===== src/rtl/vga_timing_gen.sv =====
// Parametrised raster timing generator: registered syncs, blanking, position, strobes, frame counter.
// Define VGA_TIMING_CE_CHECK_EN to add a simulation-only pix_ce/parameter/frame-length checker.
module vga_timing_gen #(
   parameter int   H_DISPLAY  = 640,
   parameter int   H_FRONT    = 16,
   parameter int   H_SYNC     = 96,
   parameter int   H_BACK     = 48,
   parameter int   V_DISPLAY  = 480,
   parameter int   V_FRONT    = 10,
   parameter int   V_SYNC     = 2,
   parameter int   V_BACK     = 33,
   parameter logic H_SYNC_POL = 1'b0,
   parameter logic V_SYNC_POL = 1'b0,
   parameter int   POS_W      = 10,
   parameter int   FRAME_W    = 12
) (
   input  logic               clk,
   input  logic               rst_n,
   input  logic               pix_ce,
   output logic               hsync,
   output logic               vsync,
   output logic               display_on,
   output logic               hblank,
   output logic               vblank,
   output logic [POS_W-1:0]   hpos,
   output logic [POS_W-1:0]   vpos,
   output logic               line_start,
   output logic               frame_start,
   output logic [FRAME_W-1:0] frame_count
);

   localparam int H_TOTAL = H_DISPLAY + H_FRONT + H_SYNC + H_BACK;
   localparam int V_TOTAL = V_DISPLAY + V_FRONT + V_SYNC + V_BACK;

   localparam logic [POS_W-1:0] H_LAST   = POS_W'(H_TOTAL - 1);
   localparam logic [POS_W-1:0] V_LAST   = POS_W'(V_TOTAL - 1);
   localparam logic [POS_W-1:0] H_VIS    = POS_W'(H_DISPLAY);
   localparam logic [POS_W-1:0] V_VIS    = POS_W'(V_DISPLAY);
   localparam logic [POS_W-1:0] HS_START = POS_W'(H_DISPLAY + H_FRONT);
   localparam logic [POS_W-1:0] HS_END   = POS_W'(H_DISPLAY + H_FRONT + H_SYNC);
   localparam logic [POS_W-1:0] VS_START = POS_W'(V_DISPLAY + V_FRONT);
   localparam logic [POS_W-1:0] VS_END   = POS_W'(V_DISPLAY + V_FRONT + V_SYNC);

   logic [POS_W-1:0] h_cnt;
   logic [POS_W-1:0] v_cnt;
   logic             first_frame;
   logic             h_zero;
   logic             v_zero;
   logic             hs_active;
   logic             vs_active;

   assign h_zero    = (h_cnt == '0);
   assign v_zero    = (v_cnt == '0);
   assign hs_active = (h_cnt >= HS_START) && (h_cnt < HS_END);
   assign vs_active = (v_cnt >= VS_START) && (v_cnt < VS_END);

   always_ff @(posedge clk) begin
      if (!rst_n) begin
         h_cnt <= '0;
         v_cnt <= '0;
      end else if (pix_ce) begin
         if (h_cnt == H_LAST) begin
            h_cnt <= '0;
            if (v_cnt == V_LAST)
               v_cnt <= '0;
            else
               v_cnt <= v_cnt + POS_W'(1);
         end else begin
            h_cnt <= h_cnt + POS_W'(1);
         end
      end
   end

   // Every output is decoded from the same counter values, so they all describe one pixel.
   always_ff @(posedge clk) begin
      if (!rst_n) begin
         hpos        <= '0;
         vpos        <= '0;
         hsync       <= ~H_SYNC_POL;
         vsync       <= ~V_SYNC_POL;
         display_on  <= 1'b0;
         hblank      <= 1'b0;
         vblank      <= 1'b0;
         line_start  <= 1'b0;
         frame_start <= 1'b0;
         frame_count <= '0;
         first_frame <= 1'b1;
      end else begin
         line_start  <= pix_ce & h_zero;
         frame_start <= pix_ce & h_zero & v_zero;
         if (pix_ce) begin
            hpos       <= h_cnt;
            vpos       <= v_cnt;
            hsync      <= hs_active ? H_SYNC_POL : ~H_SYNC_POL;
            vsync      <= vs_active ? V_SYNC_POL : ~V_SYNC_POL;
            display_on <= (h_cnt < H_VIS) && (v_cnt < V_VIS);
            hblank     <= (h_cnt >= H_VIS);
            vblank     <= (v_cnt >= V_VIS);
            // The frame shown right after reset is frame zero, not a completed one.
            if (h_zero && v_zero) begin
               if (first_frame)
                  first_frame <= 1'b0;
               else
                  frame_count <= frame_count + FRAME_W'(1);
            end
         end
      end
   end

`ifdef VGA_TIMING_CE_CHECK_EN
   int ce_per_frame;
   logic ce_armed;

   initial begin
      if ((H_TOTAL - 1) > ((1 << POS_W) - 1) || (V_TOTAL - 1) > ((1 << POS_W) - 1))
         $error("vga_timing_gen: POS_W too small for H_TOTAL/V_TOTAL");
      if (H_SYNC == 0 || V_SYNC == 0)
         $error("vga_timing_gen: zero-width sync pulse");
   end

   always @(posedge clk) begin
      if (rst_n === 1'b1 && $isunknown(pix_ce))
         $error("vga_timing_gen: pix_ce is X out of reset");
      if (!rst_n) begin
         ce_per_frame <= 0;
         ce_armed     <= 1'b0;
      end else if (pix_ce) begin
         if (h_zero && v_zero) begin
            if (ce_armed && ce_per_frame != H_TOTAL * V_TOTAL)
               $error("vga_timing_gen: %0d pix_ce edges in frame, expected %0d",
                      ce_per_frame, H_TOTAL * V_TOTAL);
            ce_armed     <= 1'b1;
            ce_per_frame <= 1;
         end else begin
            ce_per_frame <= ce_per_frame + 1;
         end
      end
   end
`endif

endmodule


===== config.mk =====
export PLATFORM = sky130hd
export DESIGN_NAME = vga_timing_gen
export DESIGN_NICKNAME = d
export VERILOG_FILES = /design/src/rtl/vga_timing_gen.sv
export SDC_FILE = /design/constraint.sdc
export NUM_CORES = 1
export LEC_CHECK = 0
export BUFFER_PORTS_ARGS = -buffer_cell sky130_fd_sc_hd__buf_2
export CORE_ASPECT_RATIO = 0.7
export CORE_UTILIZATION = 49
export DETAILED_ROUTE_END_ITERATION = 7
export PLACE_DENSITY = 0.73
export SYNTH_ARGS = -nofsm -noshare
export SYNTH_HDL_FRONTEND = slang
export SYNTH_SLANG_ARGS = --single-unit

===== constraint.sdc =====
create_clock -name clk -period 2.35 [get_ports clk]
set_input_delay 0.3525 -clock clk [delete_from_list [all_inputs] [get_ports clk]]
set_output_delay 0.3525 -clock clk [all_outputs]
set_load 0.02 [all_outputs]

==> flow_metrics.py <==
metrics = {
    "timing": {
        "worst_slew_pin_slew_ns": 0.623,
        "whs_ns": 0.398,
        "min_period_ns": 2.20,
        "hold_viol_final": 0,
        "tns_ns": 0,
        "slew_violations": 0,
        "fin_crit_sh_pct": 93.8,
        "setup_viol_count_final": 0,
        "max_slew_margin_pct": 58.1,
        "max_freq_mhz": 454,
        "rsz0062_at_grt": "no",
        "fin_skew_ns": 0.00680,
        "setup_ws_ns": 0.145,
    },
    "place": {
        "port_buffers": 41,
        "post-dp-hpwl_um": 4590,
        "globalplace.congestion": 0.841,
        "place_area_mm2": 0.00321,
        "pre_cts_ws_ns": 0.166,
    },
    "detailed_routing": {
        "num_vias": 2516,
        "ant_nets": 0,
        "drtIter0Drc": 178,
        "wl_per_cell_um": 14.9,
        "drcViolationCount": 0,
        "totalWireLength_um": 6560,
        "routed_via_density": 5.71,
        "detail_route.first_pass.iterations": 5,
    },
    "floorplan": {
        "core_area_mm2": 0.00573,
        "die_w_um": 94.3,
        "start_util_pct": 51.0,
        "die_h_um": 66.6,
        "die-area_mm2": 0.00627,
        "num_rows": 23,
        "io_pins": 42,
    },
    "clocking": {
        "cts-root-buf": "clkbuf_8",
        "clk_pin_slew_ns": 0.06,
        "clk_path_buf_depth": 2,
        "holdBufCountCts": 0,
        "cts-resized-gates": 0,
        "cts_sinks": 60,
        "cts_tree": "yes",
        "htreeDepth": 3,
        "worstSkewPairLatency_ns": 0.33,
        "postCtsSetupRepairBufs": 0,
        "cts_made_buffers": 9,
    },
    "worst_setup_path": {
        "max_stage_delay_ns": 0.68,
        "r2r-end": "v_cnt[7]",
        "worstSetupPathType": "reg2reg",
        "reg2reg_from": "h_cnt[5]",
        "r2r_setup_slack_ns": 0.15,
        "required_ns": 2.59,
        "path_max_fanout": 11,
        "crit_family": "simple AND/OR/NAND/NOR gates",
        "reg2reg_depth": 4,
        "crit_buf_inv": 0,
        "start_kind": "register",
        "crit_path_end_kind": "register",
        "crit_chain": "or3_4 -> or4_1 -> or3_1 -> o31ai_1",
        "arrival_ns": 2.45,
        "cp_slowest_cell": "or4_1",
    },
    "layout": {
        "fin_area_mm2": 0.00338,
        "num-nets-final": 371,
        "n_antenna_cell": 0,
        "layout-drive-gt1-share_pct": 23.8,
        "syn_to_final_growth_pct": 15.9,
    },
    "min_path": {
        "holdPathStages": 3,
        "hold_end": "vpos[6]",
        "min_path_type": "in2reg",
        "hold_start": "pix_ce",
    },
    "flow_run": {
        "maxCapViolCount": 0,
    },
    "grt": {
        "grt_pass1_vias": 2201,
        "grt_pass1_wl_um": 10500,
        "grt_max_degree": 37,
        "grtUsageTotal_pct": 22.4,
        "gr-total-overflow": 0,
        "antenna_found_initial": 0,
    },
    "logic_synthesis": {
        "yosys_warnings": 0,
        "synthFlopType": "dfxtp_1",
        "netlist_area_mm2": 0.00292,
        "syn_inst": 318,
        "syn_area_per_cell_um2": 9.18,
        "synth_nets": 327,
        "synth-seq-area-share_pct": 41.1,
        "ys_ff_latch": 60,
        "synth_edf_count": 0,
        "synthArstFlopShare_pct": 0,
        "synth_cell_types": 48,
    },
    "power": {
        "peakVddDrop_v": 0.000365,
        "power_density_mw_per_mm2": 580,
        "total_leakage_power_nw": 1.39,
    },
    "run_status": {
        "status": "completed",
    },
}
[state kept, by name (all words and copies together) (netlist names)]
register,cells
v_cnt,10
line_start,1
hsync,1
vblank,1
vsync,1
frame_count,12
hblank,1
h_cnt,10
frame_start,1
vpos,10
first_frame,1
display_on,1
hpos,10
[area by class of cell]
| type | instances | area [µm²] |
|---|---|---|
| fillers | 526 | 2340 |
| multi-input cells | 226 | 1560 |
| flip-flops and latches | 60 | 1200 |
| repair buffers | 57 | 325 |
| clock buffers | 13 | 159 |
| well taps | 75 | 93.8 |
| inverters | 8 | 30.0 |
| clock inverters | 2 | 10.0 |
[synthesized netlist by cell type, types with 3 or more instances]
library cell  count  area share [%]
dfxtp_1          60              41
nor2_1           32             4.1
mux2i_1          24             8.2
nand2_1          20             2.6
clkbuf_1         16             2.1
a21oi_1          14             2.4
nand3_1          14             2.4
nand2b_1         13             2.8
nor3_1            8             1.4
o21ai_0           8             1.4
inv_1             7            0.90
nand4_1           7             1.5
or3_1             7             1.5
ha_1              6             2.6
nand4b_1          5             1.5
nor4_1            5             1.1
o31ai_1           5             1.3
o41ai_2           5             2.8
xnor2_1           5             1.5
and3_1            4            0.86
or4_1             4             1.0
and2_1            3            0.64
buf_1             3            0.39
buf_6             3             1.2
nor4_2            3             1.3
o311ai_0          3            0.90
o311ai_2          3             1.7
xor2_1            3            0.90
[worst reg2reg max path: stages, from the launching register on]
cell and delay (ns):
dfxtp_1 0.37, or3_4 0.48, or4_1 0.69, or3_1 0.41, o31ai_1 0.18
[cells by family after synthesis]
group | share of synthesized area [%]
and+or+nand+nor | 26.7
DFF | 41.1
AOI/OAI and AO/OA | 13.6
buffers and inverters | 5.31
muxes | 8.23
xor gates and xnor gates | 2.40
adders and majority gates | 2.57
[through the flow]
stage | total power [mW] | utilization, % | std cells
after floorplan | 1.15 | - | 318
after global placement | 1.18 | 56.1 | 426
after detailed placement | 1.18 | 56.1 | 426
after CTS | 1.98 | 59.1 | 441
after global routing | 2.04 | 59.1 | 441
final | 1.96 | 59.1 | 441
[how the worst max path moves through the flow]
stage                     cells past startpoint  startpoint        endpoint
final                                         4    h_cnt[5]        v_cnt[7]
after global placement                        4    h_cnt[5]        v_cnt[7]
after detailed placement                      4    h_cnt[5]        v_cnt[7]
after floorplan                               8    h_cnt[5]  frame_count[5]
after CTS                                     4    h_cnt[5]        v_cnt[7]
after global routing                          4    h_cnt[5]        v_cnt[7]
[metal layers]
| layer | vias to the layer above | track usage [%] | share of wire (%) |
|---|---|---|---|
| met5 | - | 0 | 0 |
| met4 | 0 | 7.12 | 1.6 |
| met3 | 9 | 8.33 | 5.2 |
| met2 | 71 | 31.9 | 42 |
| met1 | 1188 | 30.9 | 51 |
| li1 | 1248 | - | - |
[report_power, final]
part	total [mW]	switching, mW	internal [mW]
Combinational	0.123	0.0803	0.0425
Sequential	1.04	0.00850	1.03
Clock	0.801	0.369	0.432
Total	1.96	0.458	1.50
[layout by cell type (no fill, tap or decap), drive strengths merged, types with 2 or more instances in the layout]
cell / n
nor4: 8
mux2i: 24
o211ai: 2
xor2: 3
xnor2: 5
a21oi: 14
nand2: 20
nand2b: 13
dfxtp: 60
inv: 7
or4: 5
and3: 4
nor2: 32
nand4b: 5
or2: 2
o31ai: 5
nor4b: 2
o311ai: 8
clkbuf: 13
o21ai: 8
buf: 57
and4: 2
o41ai: 7
nand3: 14
or4b: 2
nor2b: 2
clkinv: 3
and2: 3
ha: 6
nand4: 7
nor3: 8
or3: 8
No activity file was read; power rests on OpenSTA's default activity.
